<file path="src/rtl/grid_game_controller_if.sv">
// Move handshake between a player-input source and grid_game_controller.
//   move_valid/move_row/move_col : request from the requester (master)
//   move_ready                   : controller can take a move
//   move_accept/move_reject      : 1-cycle result pulses from the controller
//   reject_cause                 : 0 = out of range, 1 = cell occupied (valid with move_reject)
interface grid_game_controller_if #(
    parameter int unsigned N = 3
);
    localparam int unsigned CW = $clog2(N);

    logic          move_valid;
    logic          move_ready;
    logic [CW-1:0] move_row;
    logic [CW-1:0] move_col;
    logic          move_accept;
    logic          move_reject;
    logic          reject_cause;

    modport master (
        output move_valid, move_row, move_col,
        input  move_ready, move_accept, move_reject, reject_cause
    );

    modport slave (
        input  move_valid, move_row, move_col,
        output move_ready, move_accept, move_reject, reject_cause
    );
endinterface

</file>
<file path="src/rtl/grid_game_controller.sv">
// Two-player N-in-a-row controller for an N x N board.
// Moves arrive on the mv handshake; after each legal move the row, column, diagonal and
// anti-diagonal through that cell are scanned one cell per cycle, then a decision cycle
// declares a win, a draw, or hands the turn to the other player.
//   clock, reset_n : clock and asynchronous active-low reset
//   start          : 1-cycle pulse, clears the board and begins a new game (beats any move)
//   mv             : move handshake (slave side)
//   turn           : player to move (0 = P1, 1 = P2)
//   board          : cell (r,c) at [2*(r*N+c)+:2]; 00 empty, 01 P1, 10 P2
//   move_count     : accepted moves this game
//   game_over      : high once the game has finished
//   winner         : 00 none, 01 P1, 10 P2, 11 draw
module grid_game_controller #(
    parameter int unsigned N            = 3,
    parameter bit          FIRST_PLAYER = 1'b0,
    localparam int unsigned CW          = $clog2(N),
    localparam int unsigned MW          = $clog2(N * N + 1)
) (
    input  logic                   clock,
    input  logic                   reset_n,
    input  logic                   start,
    grid_game_controller_if.slave  mv,
    output logic                   turn,
    output logic [2*N*N-1:0]       board,
    output logic [MW-1:0]          move_count,
    output logic                   game_over,
    output logic [1:0]             winner
);
    localparam int unsigned KW = $clog2(N + 1);   // scan index runs 0..N (N = decide)
    localparam int unsigned IW = $clog2(2 * N * N);

    typedef enum logic [1:0] {StIdle, StWaitMove, StCheck, StDone} state_e;

    state_e           state_q, state_d;
    logic [2*N*N-1:0] board_q, board_d;
    logic [MW-1:0]    count_q, count_d;
    logic             turn_q, turn_d;
    logic [CW-1:0]    row_q, row_d, col_q, col_d;
    logic [KW-1:0]    k_q, k_d;
    logic             row_ok_q, row_ok_d, col_ok_q, col_ok_d;
    logic             diag_ok_q, diag_ok_d, anti_ok_q, anti_ok_d;
    logic [1:0]       winner_q, winner_d;
    logic             ready_q, ready_d, accept_q, accept_d, reject_q, reject_d;
    logic             cause_q, cause_d, over_q, over_d;

    logic [1:0]       mark;
    logic             fire, in_range;
    int unsigned      req_r, req_c, kk, r32, c32;
    logic [IW-1:0]    req_base, row_base, col_base, diag_base, anti_base;

    always_comb begin
        mark     = turn_q ? 2'b10 : 2'b01;
        fire     = mv.move_valid & ready_q;
        req_r    = 32'(mv.move_row);
        req_c    = 32'(mv.move_col);
        in_range = (req_r < N) && (req_c < N);
        req_base = in_range ? IW'(2 * (req_r * N + req_c)) : '0;

        // Clamp the scan index so the decide cycle (k == N) never reads past the board.
        kk        = (32'(k_q) < N) ? 32'(k_q) : 32'd0;
        r32       = 32'(row_q);
        c32       = 32'(col_q);
        row_base  = IW'(2 * (r32 * N + kk));
        col_base  = IW'(2 * (kk * N + c32));
        diag_base = IW'(2 * (kk * N + kk));
        anti_base = IW'(2 * (kk * N + (N - 1 - kk)));

        state_d   = state_q;
        board_d   = board_q;
        count_d   = count_q;
        turn_d    = turn_q;
        row_d     = row_q;
        col_d     = col_q;
        k_d       = k_q;
        row_ok_d  = row_ok_q;
        col_ok_d  = col_ok_q;
        diag_ok_d = diag_ok_q;
        anti_ok_d = anti_ok_q;
        winner_d  = winner_q;
        cause_d   = cause_q;
        accept_d  = 1'b0;
        reject_d  = 1'b0;

        if (start) begin
            state_d  = StWaitMove;
            board_d  = '0;
            count_d  = '0;
            turn_d   = FIRST_PLAYER;
            winner_d = 2'b00;
        end else begin
            unique case (state_q)
                StIdle: ;
                StWaitMove: begin
                    if (fire) begin
                        if (!in_range) begin
                            reject_d = 1'b1;
                            cause_d  = 1'b0;
                        end else if (board_q[req_base +: 2] != 2'b00) begin
                            reject_d = 1'b1;
                            cause_d  = 1'b1;
                        end else begin
                            board_d[req_base +: 2] = mark;
                            count_d   = count_q + MW'(1);
                            accept_d  = 1'b1;
                            row_d     = mv.move_row;
                            col_d     = mv.move_col;
                            k_d       = '0;
                            row_ok_d  = 1'b1;
                            col_ok_d  = 1'b1;
                            // Diagonals only count when the move lies on them.
                            diag_ok_d = (mv.move_row == mv.move_col);
                            anti_ok_d = (req_r + req_c == N - 1);
                            state_d   = StCheck;
                        end
                    end
                end
                StCheck: begin
                    if (32'(k_q) < N) begin
                        row_ok_d  = row_ok_q  & (board_q[row_base  +: 2] == mark);
                        col_ok_d  = col_ok_q  & (board_q[col_base  +: 2] == mark);
                        diag_ok_d = diag_ok_q & (board_q[diag_base +: 2] == mark);
                        anti_ok_d = anti_ok_q & (board_q[anti_base +: 2] == mark);
                        k_d       = k_q + KW'(1);
                    end else if (row_ok_q | col_ok_q | diag_ok_q | anti_ok_q) begin
                        winner_d = mark;
                        state_d  = StDone;
                    end else if (32'(count_q) == N * N) begin
                        winner_d = 2'b11;
                        state_d  = StDone;
                    end else begin
                        turn_d  = ~turn_q;
                        state_d = StWaitMove;
                    end
                end
                StDone: ;
                default: state_d = StIdle;
            endcase
        end

        ready_d = (state_d == StWaitMove);
        over_d  = (state_d == StDone);
    end

    always_ff @(posedge clock or negedge reset_n) begin
        if (!reset_n) begin
            state_q   <= StIdle;
            board_q   <= '0;
            count_q   <= '0;
            turn_q    <= FIRST_PLAYER;
            row_q     <= '0;
            col_q     <= '0;
            k_q       <= '0;
            row_ok_q  <= 1'b0;
            col_ok_q  <= 1'b0;
            diag_ok_q <= 1'b0;
            anti_ok_q <= 1'b0;
            winner_q  <= 2'b00;
            ready_q   <= 1'b0;
            accept_q  <= 1'b0;
            reject_q  <= 1'b0;
            cause_q   <= 1'b0;
            over_q    <= 1'b0;
        end else begin
            state_q   <= state_d;
            board_q   <= board_d;
            count_q   <= count_d;
            turn_q    <= turn_d;
            row_q     <= row_d;
            col_q     <= col_d;
            k_q       <= k_d;
            row_ok_q  <= row_ok_d;
            col_ok_q  <= col_ok_d;
            diag_ok_q <= diag_ok_d;
            anti_ok_q <= anti_ok_d;
            winner_q  <= winner_d;
            ready_q   <= ready_d;
            accept_q  <= accept_d;
            reject_q  <= reject_d;
            cause_q   <= cause_d;
            over_q    <= over_d;
        end
    end

    assign mv.move_ready   = ready_q;
    assign mv.move_accept  = accept_q;
    assign mv.move_reject  = reject_q;
    assign mv.reject_cause = cause_q;
    assign turn            = turn_q;
    assign board           = board_q;
    assign move_count      = count_q;
    assign game_over       = over_q;
    assign winner          = winner_q;
endmodule
</file>
<file path="src/flat_wrapper.sv">
// flat-port wrapper written by rule: the top's interface ports become plain ports
module grid_game_controller_flat 
#(
    parameter int unsigned N            = 3,
    parameter bit          FIRST_PLAYER = 1'b0,
    localparam int unsigned CW          = $clog2(N),
    localparam int unsigned MW          = $clog2(N * N + 1)
)
  (clock, reset_n, start, turn, board, move_count, game_over, winner, mv_move_valid, mv_move_row, mv_move_col, mv_move_ready, mv_move_accept, mv_move_reject, mv_reject_cause);
  grid_game_controller_if #(.N(N)) mv_i ();
  input  logic clock;
  input  logic reset_n;
  input  logic start;
  output logic turn;
  output logic [2*N*N-1:0] board;
  output logic [MW-1:0] move_count;
  output logic game_over;
  output logic [1:0] winner;
  input wire logic [$bits(mv_i.move_valid)-1:0] mv_move_valid;
  input wire logic [$bits(mv_i.move_row)-1:0] mv_move_row;
  input wire logic [$bits(mv_i.move_col)-1:0] mv_move_col;
  output wire logic [$bits(mv_i.move_ready)-1:0] mv_move_ready;
  output wire logic [$bits(mv_i.move_accept)-1:0] mv_move_accept;
  output wire logic [$bits(mv_i.move_reject)-1:0] mv_move_reject;
  output wire logic [$bits(mv_i.reject_cause)-1:0] mv_reject_cause;
  assign mv_i.move_valid = mv_move_valid;
  assign mv_i.move_row = mv_move_row;
  assign mv_i.move_col = mv_move_col;
  assign mv_move_ready = mv_i.move_ready;
  assign mv_move_accept = mv_i.move_accept;
  assign mv_move_reject = mv_i.move_reject;
  assign mv_reject_cause = mv_i.reject_cause;
  grid_game_controller #(.N(N), .FIRST_PLAYER(FIRST_PLAYER)) u_core (.clock(clock), .reset_n(reset_n), .start(start), .mv(mv_i), .turn(turn), .board(board), .move_count(move_count), .game_over(game_over), .winner(winner));
endmodule
</file>
<file path="config.mk">
export PLATFORM = sky130hd
export DESIGN_NAME = grid_game_controller_flat
export DESIGN_NICKNAME = d
export VERILOG_FILES = /design/src/rtl/grid_game_controller_if.sv /design/src/rtl/grid_game_controller.sv /design/src/flat_wrapper.sv
export SDC_FILE = /design/constraint.sdc
export NUM_CORES = 1
export LEC_CHECK = 0
export ABC_AREA = 0
export BUFFER_PORTS_ARGS = -buffer_cell sky130_fd_sc_hd__clkbuf_2
export CAP_MARGIN = 10
export CORE_UTILIZATION = 50
export CTS_CLUSTER_SIZE = 12
export DETAILED_ROUTE_END_ITERATION = 12
export PLACE_DENSITY = 0.69
export SLEW_MARGIN = 10
export SYNTH_ARGS = -nofsm -noshare
export SYNTH_HDL_FRONTEND = slang
export SYNTH_SLANG_ARGS = --single-unit
</file>
<file path="constraint.sdc">
create_clock -name clock -period 6.75 [get_ports clock]
set_input_delay 1.0125 -clock clock [delete_from_list [all_inputs] [get_ports clock]]
set_output_delay 1.0125 -clock clock [all_outputs]
set_load 0.05 [all_outputs]
</file>
==> results.cfg, run 1 <==
[outcome]
status = finished with violations
failed_checks = design-rule violations

[die]
die_width_um = 85.5
core-area_um2 = 6760
fp.dieH_um = 85.5
ioPinCount = 38
row_count = 30
initial_core_util_pct = 51.6
dieArea_um2 = 7320

[clock_network]
cts_resized = 0
numCtsBuffers = 5
postCtsHoldBufs = 0
cts_buffer_depth = 2
clk_pin_slew_ns = 0.08
postCtsSetupBuffers = 0
htree_levels = 2
cts_tree = built
clk_latency_ns = 0.30
root_buffer = clkbuf_8
cts.sinks = 42

[worst_setup_path]
crit_type = in2reg
crit_fanout = 13
worstPathCellList = clkbuf_2 -> fa_1 -> ha_1 -> fa_1 -> a2111oi_0 -> a311oi_2 -> a21oi_4 -> nor3b_4 -> mux2_2
critPathTopFamily = adder cells
start_kind = primary input
endpoint_kind = flip-flop
worst_ep_arrival_time_ns = 4.44
crit_path_max_incr_delay_ns = 0.77
crit_buf_inv = 1
crit_top_cell = fa_1
worst_path_max_delay_cell = fa_1
worstPathRequired_ns = 6.93

[synthesis]
synth_top_family_by_area = simple AND/OR/NAND/NOR gates
synthXorXnorAreaFrac_pct = 1.51
synth_edf_count = 0
avgSynthCellArea_um2 = 9.14
synth_compound_area_share_pct = 16.6
synthFlopType = dfrtp_1
netlist_instances = 382
synth_area_um2 = 3490
synthAdderAreaFrac_pct = 10.6
synth_cell_types = 62
seq_area_frac_synth_pct = 30.1
syn_nets = 416
synth-seq-cells = 42
async_reset_ff_share_pct = 100
synthSimpleGateAreaFrac_pct = 25.2
synth_top_area_share_pct = 30.1
yosysTopAreaCell = dfrtp_1
synthMuxAreaShare_pct = 9.82
synth.area.top_cells = dfrtp_1 (30%), ha_1 (7.2%), mux2i_1 (4.0%)
ys_warn_count = 0

[global_routing]
grtUsageMet3_pct = 3.75
overflow = 0
grt_use_total_pct = 26.4
grt_max_degree = 43
grt_pass1_wl_mm = 15.1
antenna_found_initial = 0
grtUsageMet2_pct = 43.0
busiest_layer = met2
grt_pass1_vias = 2951
use_met1_pct = 36.3

[drt]
ant_nets = 0
via_per_inst = 6.22
firstDrtPassIters = 8
drc_errors = 1
num_vias = 3036
wl_per_cell_um = 18.3
drt-total-wl_mm = 8.92
drt_iter0_markers = 196

[layout]
ff_latch_area_um2 = 1050
fill_cells = 637
area_delta_synth_final_pct = 8.14
antenna_cells = 0
final_cell_mix = dfrtp_1 (42), clkbuf_2 (37), inv_1 (32)
drive_gt1_share_pct = 18.1
nets = 441
final_common_cell = dfrtp_1
instances_no_fill = 488
post-route-util_pct = 55.9
multi_input_area_um2 = 2220

[sta]
slew_headroom_pct = 29.5
worstMarginPinSlew_ns = 1.06
fin_skew_ns = 0.0137
setup_viol = 0
min_period_ns = 4.26
drv_slew = 0
fin_crit_sh_pct = 63.1
setup_tns_ns = 0
rsz0062_at_grt = no
fmax_mhz = 235
hold_viol = 0

[placement]
place_congestion = 0.896
dp_hpwl_mm = 6.65
numPortBuffers = 37
dp_cells = 480

[hold_path]
hold_path.class = reg2reg

[job]
cap_viol_max_count = 0

[power_and_ir_drop]
power.density_nw_per_um2 = 285
ir_worst_vdd_uv = 150
leakage_nw = 1.57
==> layout make-up <==
cell class | count | share of cell area (%)
Timing Repair Buffer | 38 | 5.11
Clock buffer | 6 | 1.92
Multi-Input combinational cell | 288 | 58.9
Sequential cell | 42 | 27.9
Tap cell | 80 | 2.65
Inverter | 32 | 3.18
Clock inverter | 2 | 0.365
==> where the power goes <==
part / switching [mW] / total (mW) / internal (mW) / leakage (nW)
sequential: 0.0306 / 0.321 / 0.290 / 0.555
combinational: 0.369 / 0.591 / 0.222 / 0.973
clock: 0.0899 / 0.163 / 0.0731 / 0.0452
total: 0.489 / 1.08 / 0.586 / 1.57
==> logic make-up after synthesis <==
logic type | Yosys count
buffers and inverters | 52
muxes | 28
and+or+nand+nor | 151
xor gates and xnor gates | 6
AOI/OAI and AO/OA | 77
DFF | 42
adders and majority gates | 26
==> worst paths after layout <==
kind | startpoint | to | slack, ns | depth (start not counted)
max | mv_move_col[1] | u_core.col_q[0] | 2.49 | 9
min | u_core.anti_ok_q | u_core.anti_ok_q | 0.52 | 1
max reg2reg | u_core.k_q[1] | u_core.col_ok_q | 3.36 | 11
min reg2reg | u_core.anti_ok_q | u_core.anti_ok_q | 0.52 | 1
max in group asynchronous | reset_n | u_core.board[4] | 5.20 | 1
min in group asynchronous | reset_n | u_core.mv.move_accept | 0.90 | 1
==> worst register-to-register path: stages, from the launching register on <==
cell and delay [ns]:
dfrtp_1 0.42, inv_1 0.12, ha_1 0.35, ha_1 0.23, inv_1 0.06, fa_1 0.42
xor2_1 0.57, o311ai_0 0.30, o311a_1 0.20, nor4b_1 0.31, a211oi_1 0.13, o22a_1 0.18
==> metrics by stage <==
| step | total power, mW | setup slack (ns) | area [um2] | hold WS, ns |
|---|---|---|---|---|
| 4_1_cts | 1.08 | 2.49 | 3770 | 0.520 |
| 6_report | 1.08 | 2.49 | 3770 | 0.517 |
| 5_1_grt | 1.16 | 2.23 | 3770 | 0.538 |
| 3_5_place_dp | 0.912 | 2.20 | 3690 | 0.502 |
| 3_3_place_gp | 0.898 | 2.28 | 3690 | 0.500 |
| 2_1_floorplan | 0.784 | 3.00 | 3490 | 0.467 |
==> metal layers <==
layer  share of wire [%]  wire length, um
met1                  44             3950
met2                  49             4380
met3                 4.9              435
met4                 1.7              154
met5                   0                0
==> cell usage after synthesis (5+ instances only) <==
master / number
nor2_1: 27
nand2b_1: 15
mux2i_1: 14
nor3b_1: 10
a21oi_1: 10
nand3_1: 7
a211oi_1: 5
nand3b_1: 8
clkbuf_1: 13
nor4_1: 5
a31oi_1: 6
inv_1: 32
ha_1: 20
dfrtp_1: 42
nor2b_1: 7
fa_1: 6
o21ai_0: 18
nor3_1: 16
nand2_1: 30
nand4_1: 5
mux2_2: 9
==> registers in the layout, summed over array words and instances, names as in the netlist <==
signal	flops
u_core.game_over	1
u_core.row_q	2
u_core.mv.move_accept	1
u_core.board	18
u_core.mv.reject_cause	1
u_core.col_q	2
u_core.anti_ok_q	1
u_core.winner	2
u_core.col_ok_q	1
u_core.diag_ok_q	1
u_core.state_q	2
u_core.mv.move_reject	1
u_core.row_ok_q	1
u_core.turn	1
u_core.move_count	4
u_core.mv.move_ready	1
u_core.k_q	2
Power figures use the tool's default switching activity.
==> inputs of run 2 (changes only) <==
--- a/config.mk
+++ b/config.mk
@@ -11,7 +11,7 @@
 export CORE_UTILIZATION = 50
 export CTS_CLUSTER_SIZE = 12
 export DETAILED_ROUTE_END_ITERATION = 12
-export PLACE_DENSITY = 0.69
+export PLACE_DENSITY = 0.71
 export SLEW_MARGIN = 10
 export SYNTH_ARGS = -nofsm -noshare
 export SYNTH_HDL_FRONTEND = slang
==> constraint.sdc (replaced) <==
create_clock -name clock -period 3.74 [get_ports clock]
set_input_delay 0.561 -clock clock [delete_from_list [all_inputs] [get_ports clock]]
set_output_delay 0.561 -clock clock [all_outputs]
set_load 0.05 [all_outputs]
==> run 2 against run 1 <==
Effect of this change: the run now ends clean; wire length increased by 1.3%; non-clock buffer count rose by 13; power grew 84%; largest cell class unchanged; largest power group unchanged.
==> results.cfg, run 2 (synthesis results as in run 1) <==
[drt]
via_per_inst = 6.06
num_vias = 3034
wl_per_cell_um = 18.0
drt-total-wl_mm = 9.03
drt_iter0_markers = 194
ant_nets = 0
firstDrtPassIters = 4
drc_errors = 0

[sta]
hold_viol = 0
setup_tns_ns = 0
min_period_ns = 3.46
worstMarginPinSlew_ns = 1.04
rsz0062_at_grt = no
fin_hold_ws_ns = 0.437
fin_skew_ns = 0.00362
fin_ws_ns = 0.281
setup_viol = 0
fmax_mhz = 289
slew_headroom_pct = 30.9
drv_slew = 0
fin_crit_sh_pct = 92.5

[global_routing]
grtUsageMet3_pct = 3.18
grt_max_degree = 43
grt_pass1_vias = 3022
antenna_found_initial = 0
overflow = 0
busiest_layer = met2
use_met1_pct = 36.1
grt_use_total_pct = 26.3
grt_pass1_wl_mm = 14.9
grtUsageMet2_pct = 43.5

[layout]
antenna_cells = 0
post-route-util_pct = 57.4
final_design_area_no_fill_um2 = 3880
final_cell_mix = dfrtp_1 (42), clkbuf_2 (37), inv_1 (32)
area_delta_synth_final_pct = 11.1
instances_no_fill = 501
nets = 454
largest_reg_flops = 18
final_common_cell = dfrtp_1
drive_gt1_share_pct = 20.7

[placement]
dp_cells = 493
postPlaceCellArea_um2 = 3780
dp_hpwl_mm = 6.83
numPortBuffers = 37
place_congestion = 0.940
dp_slack_ns = -0.0204

[power_and_ir_drop]
fin_total_pwr_mw = 1.98
ir_worst_vdd_uv = 423
power.density_nw_per_um2 = 511
leakage_nw = 1.64

[worst_setup_path]
crit_fanout = 12
crit_buf_inv = 2
crit_top_cell = fa_1
endpoint_kind = flip-flop
crit_path_max_incr_delay_ns = 0.51
crit_type = in2reg
worstPathCellList = clkbuf_2 -> fa_1 -> ha_1 -> fa_1 -> buf_4 -> a2111oi_0 -> a311oi_2 -> a21oi_4 -> nor3b_4 -> mux2_2
worstPathRequired_ns = 3.92
critPathTopFamily = adder cells
start_kind = primary input
worst_ep_arrival_time_ns = 3.64
worst_path_max_delay_cell = fa_1

[clock_network]
cts_tree = built
cts_resized = 0
postCtsHoldBufs = 0
postCtsSetupBuffers = 0
numCtsBuffers = 5
cts.sinks = 42
cts_buffer_depth = 2
htree_levels = 2
root_buffer = clkbuf_8
clk_pin_slew_ns = 0.08
clk_latency_ns = 0.30

[outcome]
status = finished, final reports clean

[die]
ioPinCount = 38
dieArea_um2 = 7320
initial_core_util_pct = 51.6
row_count = 30
core-area_um2 = 6760
die_width_um = 85.5
fp.dieH_um = 85.5

[job]
cap_viol_max_count = 0

[hold_path]
hold_path.class = in2async
==> run 2: changes by cell type in the layout (fill, tap and decap cells not counted) <==
cell,before,now
buf_4,1,14
clkbuf_8,5,6
clkinv_4,1,0
==> run 2: final timing paths <==
| check | startpoint | to | slack (ns) | cells after the start |
|---|---|---|---|---|
| worst min register to register | u_core.anti_ok_q | u_core.anti_ok_q | 0.52 | 1 |
| worst max-delay path | mv_move_row[0] | u_core.row_q[0] | 0.28 | 10 |
| min in group clock | u_core.anti_ok_q | u_core.anti_ok_q | 0.52 | 1 |
| worst max register to register | u_core.k_q[1] | u_core.col_ok_q | 0.53 | 10 |
| worst min-delay path | reset_n | u_core.board[6] | 0.44 | 1 |
| max in group asynchronous | reset_n | u_core.mv.move_accept | 2.68 | 1 |
==> run 2: cell type report <==
class,instances,area (um2)
sequential,42,1050
clock inverter,1,5.00
inverter,32,120
clock buffer,7,86.3
multi-input combinational,288,2220
timing repair buffer,51,290
fill,633,2880
tap,80,100
==> run 2: routing by layer <==
layer	wire length [um]	vias to the layer above
li1	-	1456
met2	4360	102
met3	460	15
met5	0	-
met1	4020	1461
met4	197	0
==> run 2: worst reg2reg max path: cells and delay by family, from the launching register on <==
family          cells  cell delay, ns
simple gates        2            0.42
buf+inv             2            0.18
compound gates      3            0.62
fa+ha+maj           3            1.46
flops               1            0.42
==> run 2: power by group <==
| part | internal (mW) | switching [mW] |
|---|---|---|
| logic | 0.429 | 0.668 |
| clock network | 0.149 | 0.153 |
| registers | 0.524 | 0.0591 |
==> inputs of run 3 (changes only) <==
--- a/config.mk
+++ b/config.mk
@@ -8,10 +8,11 @@
 export ABC_AREA = 0
 export BUFFER_PORTS_ARGS = -buffer_cell sky130_fd_sc_hd__clkbuf_2
 export CAP_MARGIN = 10
-export CORE_UTILIZATION = 50
+export CORE_ASPECT_RATIO = 0.8
+export CORE_UTILIZATION = 51
 export CTS_CLUSTER_SIZE = 12
 export DETAILED_ROUTE_END_ITERATION = 12
-export PLACE_DENSITY = 0.71
+export PLACE_DENSITY = 0.73
 export SLEW_MARGIN = 10
 export SYNTH_ARGS = -nofsm -noshare
 export SYNTH_HDL_FRONTEND = slang
==> run 3 against run 2 <==
Effect of this change: first-iteration DRC count is 10% higher; sequential share of layout area is 0.38 points lower; count of clock-buffer cells in the layout stayed put; wire length is 2.2% higher; highest routed layer unchanged.
==> results.cfg, run 3 (synthesis results as in run 1) <==
[die]
dieArea_um2 = 7180
fp.dieH_um = 76.0
die_width_um = 94.5
ioPinCount = 38
initial_core_util_pct = 53.6
core-area_um2 = 6510
row_count = 26

[clock_network]
htree_levels = 2
postCtsHoldBufs = 0
clk_latency_ns = 0.31
numCtsBuffers = 5
postCtsSetupBuffers = 0
cts.sinks = 42
root_buffer = clkbuf_8
clk_pin_slew_ns = 0.09
cts_buffer_depth = 2
cts_tree = built
cts_resized = 0

[drt]
drt_iter0_markers = 214
via_per_inst = 6.20
num_vias = 3151
drt-total-wl_mm = 9.23
ant_nets = 0
firstDrtPassIters = 5
drc_errors = 0
wl_per_cell_um = 18.2

[worst_setup_path]
rrSetupSlack_ns = 0.44
cp-endpoint = u_core.mv.reject_cause
r2r_cells = 10
crit_fanout = 5
crit_buf_inv = 3
endpoint_kind = flip-flop
worst_path_max_delay_cell = fa_1
path_depth = 11
start_kind = primary input
worst_ep_arrival_time_ns = 3.51
r2r_end = u_core.row_ok_q
crit_path_max_incr_delay_ns = 0.58
critPathTopFamily = adder cells
worstPathRequired_ns = 3.94
r2r_start = u_core.k_q[0]
crit_type = in2reg
worstPathCellList = clkbuf_2 -> fa_1 -> ha_1 -> fa_1 -> inv_1 -> a2111oi_0 -> a311oi_2 -> buf_4 -> o21ai_0 -> a211oi_1 -> a211oi_1
critPathLaunch = mv_move_row[1]

[placement]
numPortBuffers = 37
dp_cells = 499
postPlaceCellArea_um2 = 3800
place_congestion = 0.887
dp_hpwl_mm = 6.90

[layout]
largest_reg_flops = 18
drive_gt1_share_pct = 21.0
nets = 457
final_cell_mix = dfrtp_1 (42), clkbuf_2 (37), inv_1 (32)
instances_no_fill = 508
final_common_cell = dfrtp_1
antenna_cells = 0
final_design_area_no_fill_um2 = 3930
area_delta_synth_final_pct = 12.7

[global_routing]
overflow = 0
grt_use_total_pct = 26.9
grt_max_degree = 43
grt_pass1_wl_mm = 14.8
grt_pass1_vias = 2865
antenna_found_initial = 0

[power_and_ir_drop]
ir_worst_vdd_uv = 276
leakage_nw = 1.66
power.density_nw_per_um2 = 525
fin_total_pwr_mw = 2.07

[sta]
worstMarginPinSlew_ns = 0.665
hold_viol = 0
rsz0062_at_grt = no
min_period_ns = 3.31
fin_skew_ns = 0.00958
fmax_mhz = 302
setup_viol = 0
fin_crit_sh_pct = 88.5
slew_headroom_pct = 55.2
drv_slew = 0
setup_tns_ns = 0

[hold_path]
hold_path.class = in2async

[job]
cap_viol_max_count = 0

[outcome]
status = finished, final reports clean
==> run 3: cell types whose count changed in the layout (fill, tap and decap cells not counted) <==
cell	change
clkinv_2	-1
bufinv_16	+1
buf_12	+1
clkbuf_1	+1
buf_4	+2
clkbuf_8	-1
==> run 3: layout make-up <==
type / count / area, um2
fillers: 572 / 2570
multi-input cells: 288 / 2220
flip-flops and latches: 42 / 1050
repair buffers: 54 / 325
inverters: 32 / 120
well taps: 84 / 105
clock buffers: 7 / 76.3
clock inverters: 1 / 30.0
==> run 3: layer usage <==
layer	GRT usage (%)	share of wire [%]	wire, um	vias to the layer above
met1	39.6	45	4200	1516
met4	7.88	2.2	201	0
met2	40.9	45	4170	140
li1	-	-	-	1474
met3	3.99	7.2	664	21
met5	0	0	0	-
==> run 3: metrics by stage <==
stage	utilization (%)	hold WS, ns	setup slack, ns
2_1_floorplan	-	0.265	0.442
3_3_place_gp	58.5	0.498	0.233
3_5_place_dp	58.5	0.498	0.108
4_1_cts	60.1	0.492	0.406
5_1_grt	60.4	0.141	0.228
6_report	60.4	0.131	0.428
==> run 3: worst reg2reg max path, stage by stage, from the launching register on <==
cell and delay, ns:
dfrtp_1 0.41, inv_1 0.10, ha_1 0.27, fa_1 0.51, ha_1 0.15, inv_1 0.05, fa_1 0.61, nor4b_1 0.39
a31oi_1 0.15, o32ai_1 0.43, o22a_1 0.18
==> run 3: report_power, final <==
| group | leakage (nW) | internal [mW] | switching (mW) |
|---|---|---|---|
| clock network | 0.0524 | 0.200 | 0.170 |
| registers | 0.555 | 0.524 | 0.0566 |
| logic | 1.06 | 0.436 | 0.679 |
==> run 3: worst min-delay path by stage <==
stage                                from                to  depth (start not counted)
after global routing              reset_n   u_core.col_q[1]                          1
after global placement    u_core.row_ok_q   u_core.row_ok_q                          1
final                             reset_n   u_core.col_q[1]                          1
after floorplan                   reset_n  u_core.anti_ok_q                          0
after detailed placement  u_core.col_ok_q   u_core.col_ok_q                          1
after CTS                         reset_n   u_core.col_q[1]                          1
